===== config.mk =====
export PLATFORM = sky130hd
export DESIGN_NAME = multiplier_seq
export DESIGN_NICKNAME = d
export VERILOG_FILES = /design/src/rtl/multiplier_seq.sv
export SDC_FILE = /design/constraint.sdc
export NUM_CORES = 1
export LEC_CHECK = 0
export ABC_AREA = 1
export CAP_MARGIN = 20
export CORE_MARGIN = 3
export CORE_UTILIZATION = 53
export CTS_CLUSTER_DIAMETER = 150
export DETAILED_ROUTE_END_ITERATION = 16
export HOLD_SLACK_MARGIN = 0.1
export PLACE_DENSITY_LB_ADDON = 0.1
export SLEW_MARGIN = 40
export SYNTH_ARGS = -nofsm -noshare
export SYNTH_HDL_FRONTEND = slang
export SYNTH_SLANG_ARGS = --single-unit

===== constraint.sdc =====
create_clock -name aclk -period 2.7 [get_ports aclk]
set_input_delay 0.27 -clock aclk [delete_from_list [all_inputs] [get_ports aclk]]
set_output_delay 0.27 -clock aclk [all_outputs]
set_load 0.02 [all_outputs]

===== src/rtl/multiplier_seq.sv =====
// Sequential radix-2 shift-add multiplier with valid/ready handshakes on both sides.
// Signed operands are reduced to magnitudes on accept; the sign is reapplied when the result is loaded.
module multiplier_seq #(
    parameter int WIDTH     = 8,
    parameter bit SIGNED_EN = 1'b1
) (
    input  logic                 aclk,
    input  logic                 areset,
    input  logic                 rx_valid,
    output logic                 rx_ready,
    input  logic                 rx_signed,
    input  logic [WIDTH-1:0]     rx_op0,
    input  logic [WIDTH-1:0]     rx_op1,
    output logic                 tx_valid,
    input  logic                 tx_ready,
    output logic [2*WIDTH-1:0]   tx_result,
    output logic                 tx_busy
);

    localparam int CW = (WIDTH > 1) ? $clog2(WIDTH) : 1;

    typedef enum logic [1:0] {IDLE, RUN, DONE} state_t;

    state_t               state, state_next;
    logic [2*WIDTH-1:0]   mcand, acc, result, partial, sum;
    logic [WIDTH-1:0]     mplier, mag0, mag1;
    logic [CW-1:0]        cnt;
    logic                 neg, eff_signed, accept, last;

    always_comb begin
        eff_signed = rx_signed & SIGNED_EN;
        // most-negative input negates to itself, which reads correctly as an unsigned magnitude
        mag0       = (eff_signed && rx_op0[WIDTH-1]) ? -rx_op0 : rx_op0;
        mag1       = (eff_signed && rx_op1[WIDTH-1]) ? -rx_op1 : rx_op1;
        partial    = mplier[0] ? mcand : '0;
        sum        = acc + partial;
        last       = (cnt == CW'(WIDTH - 1));
    end

    always_ff @(posedge aclk) begin
        if (areset) begin
            state <= IDLE;
        end else begin
            state <= state_next;
        end
    end

    always_comb begin
        state_next = state;
        rx_ready   = 1'b0;
        tx_valid   = 1'b0;
        tx_busy    = 1'b0;
        accept     = 1'b0;
        case (state)
            IDLE: begin
                rx_ready = 1'b1;
                if (rx_valid) begin
                    accept     = 1'b1;
                    state_next = RUN;
                end
            end
            RUN: begin
                tx_busy = 1'b1;
                if (last) begin
                    state_next = DONE;
                end
            end
            DONE: begin
                tx_valid = 1'b1;
                if (tx_ready) begin
                    state_next = IDLE;
                end
            end
            default: state_next = IDLE;
        endcase
    end

    always_ff @(posedge aclk) begin
        if (areset) begin
            mcand  <= '0;
            mplier <= '0;
            acc    <= '0;
            cnt    <= '0;
            neg    <= 1'b0;
            result <= '0;
        end else if (accept) begin
            mcand  <= {{WIDTH{1'b0}}, mag0};
            mplier <= mag1;
            acc    <= '0;
            cnt    <= '0;
            neg    <= eff_signed & (rx_op0[WIDTH-1] ^ rx_op1[WIDTH-1]);
        end else if (state == RUN) begin
            acc    <= sum;
            mcand  <= mcand << 1;
            mplier <= mplier >> 1;
            cnt    <= cnt + 1'b1;
            if (last) begin
                result <= neg ? -sum : sum;
            end
        end
    end

    assign tx_result = result;

endmodule

==> summary.txt <==
Routing
  • Detailed-route via count: roughly 4200
  • 1st-pass router iterations: 5
  • ANT nets after route: 0
  • Via density: 5.10
  • Routed WL: about 10000 um
  • Initial DRC Count: ~260
  • Residual DRC: 0
  • WL per Instance: 12.5 um

Final layout
  • Diode count: 0
  • P&R area growth vs syn: 17.3%
  • Share of cells above drive strength 1: approximately a tenth
  • Final Net Count: around 760
  • Final instance area: approximately 5000 um^2
  • Fill cells: roughly 730

Timing
  • Final slew viol count: 0
  • Fin Setup TNS: 0 ns
  • Final hold vios: 0
  • PnR worst setup slack: 0.251 ns
  • Unrepaired setup endpoints after global routing: no
  • Count of final setup violators: 0
  • Fmax: slightly above 400 MHz
  • Final min period: 2.45 ns
  • Clock skew: 0.00479 ns
  • Slew HR: 62.6%
  • Hold Worst Slack: roughly 0.47 ns
  • Post-route clock period utilization: between 90% and 100%
  • Least-Margin Pin Slew: around 0.56 ns

Logic synthesis
  • Net Count, Synth: 716
  • Top cells by count, synth: 202 x nand2_1, 102 x inv_1, 62 x dfxtp_1
  • Mapped cell area: ~4300 um^2
  • FF+latch count, synth: 62
  • Cell taking the most area after synthesis: dfxtp_1
  • Sequential element share of the synthesized area: approximately 29%
  • YS warnings: 0
  • Leading register cell type out of synthesis: dfxtp_1
  • Fraction of registers with async set/reset: 0%
  • EDFF count, synth: 0
  • Post-synth top area share: roughly 29%
  • Mean Syn Cell Area: around 6.3 um^2
  • Synth area leaders: dfxtp_1 29%, nand2_1 18%, inv_1 9.0%
  • Gate Count Post-Synth: approximately 670
  • Synth cell types: 37
  • Top-count cell post-synth: nand2_1

Die
  • Starting Density: between 50% and 60%
  • Die Ht: roughly 96 um
  • Chip width: approximately 96 um
  • Core area: just under 8000 um^2
  • I/O pins: 40
  • FP Rows: 32
  • Die area: 9140 um^2

Global routing
  • Antenna violations before repair: 0
  • Vias in the first global route: 3835
  • First-pass GRT wire length: approximately 17000 um
  • Gr ovfl total: 0
  • Gr usage total: about a quarter
  • Largest net degree at the start of global routing: between 40 and 50

Placed design
  • Pre-CTS setup slack: ~0.19 ns
  • Cell Area, Placed: 4760 um^2
  • I/O Buffers: 39
  • Routability cong.: 0.993
  • DP Wirelength: 7940 um

Power
  • Pwr dens: around 460 nW/um^2
  • Worst VDD drop: 0.244 mV
  • P_leak: 2.46 nW
  • Tot Pwr: 2.27 mW

Worst setup path
  • Crit path DAT: between 2 and 3 ns
  • Maximum fanout along the worst path: 14
  • Startpoint Class: flop
  • CP Class: reg2reg
  • Critical Path RT: ~3.0 ns
  • Worst setup EP type: flop

CTS
  • CTS sink cnt: 62
  • Worst-path clk slew: around 0.08 ns
  • CTS root buf: clkbuf_8
  • Total CTS buffers: 9
  • CTS tree: built
  • Worst skew pair latency: between 0.3 and 0.4 ns
  • Clock Path Buffers: 2
  • Depth of the CTS H-tree: 3
  • Hold-fix buffers, CTS: 0

Job
  • Max capacitance violation total: 0

Min path
  • Hold crit path type: reg2reg

Status
  • Status: complete, no violations
==> stage by stage <==
stage | std cells | util, %
after global routing | 820 | 64.3
after CTS | 820 | 63.9
final | 820 | 64.3
after floorplan | 674 | -
after global placement | 804 | 61.3
after detailed placement | 804 | 61.3
==> critical path: stages (launching register included) <==
cell	delay, ns
dfxtp_2	0.33
buf_6	0.14
nand2_1	0.06
inv_1	0.04
ha_2	0.41
nand2_1	0.08
nand2_1	0.08
clkinv_1	0.08
nand2_1	0.10
nand2_1	0.09
nand2_1	0.07
nand2_1	0.06
nand2_2	0.16
nand2_4	0.09
nor2_4	0.14
nand2_2	0.07
nand2_2	0.07
nand2_1	0.06
nand2_1	0.05
nand3_1	0.06
nand2_1	0.07
inv_1	0.03
==> power by group <==
| group | total, mW | switching (mW) | leakage [nW] | internal, mW |
|---|---|---|---|---|
| combinational | 0.435 | 0.271 | 1.86 | 0.163 |
| sequential | 0.975 | 0.0258 | 0.504 | 0.949 |
| clock | 0.863 | 0.407 | 0.0951 | 0.456 |
==> flip-flops by register name, indices dropped and copies added, names as in the netlist <==
register,cells
acc,16
cnt,3
mcand,16
mplier,8
neg,1
state,2
tx_result,16
==> cells in the final DEF (no fill, tap or decap), drive strengths merged, types with 6 or more instances in the layout <==
| cell | n |
|---|---|
| ha | 20 |
| dfxtp | 62 |
| o211ai | 16 |
| nor2 | 50 |
| a21oi | 44 |
| nand3 | 41 |
| nand2 | 220 |
| inv | 110 |
| buf | 9 |
| xor2 | 11 |
| clkinv | 6 |
| clkdlybuf4s50 | 39 |
| clkbuf | 10 |
| o21ai | 35 |
==> final cells by class <==
type	instances	area [um^2]	share of cell area, %
multi-input cells	478	2520	50.5
flip-flops and latches	62	1240	24.9
repair buffers	48	462	9.25
inverters	114	428	8.57
clock buffers	10	138	2.76
well taps	102	128	2.56
clock inverters	6	70.1	1.40
==> final timing paths <==
path	start	end	slack, ns	cells past startpoint
worst max-delay path	mplier[0]	tx_result[15]	0.25	21
worst min-delay path	mplier[6]	mplier[6]	0.47	2
worst min register to register	mplier[6]	mplier[6]	0.47	2
worst max register to register	mplier[0]	tx_result[15]	0.25	21
==> metal layers <==
metal	track usage [%]	share of wire, %	vias to the layer above
met5	0	0	-
met4	6.87	1.7	0
met3	4.03	3.8	13
met2	41.5	49	65
met1	29.9	46	1890
li1	-	-	2213
==> timing repair <==
item	in CTS	in global routing
endpoints found under the setup margin	0	7
buffers inserted	0	0
gates resized for setup	0	8
hold endpoints to repair	0	0
==> kinds of logic (layout without fill, tap and decap cells) <==
family | after synthesis | in the layout | synth area share [%]
adders and majority gates | 21 | 21 | 6.35
AOI/OAI and AO/OA | 114 | 114 | 15.5
xor gates and xnor gates | 16 | 16 | 3.29
and+or+nand+nor | 327 | 327 | 33.6
DFF | 62 | 62 | 29.2
buffers and inverters | 134 | 178 | 12.2
No activity file was read; power rests on OpenSTA's default activity.
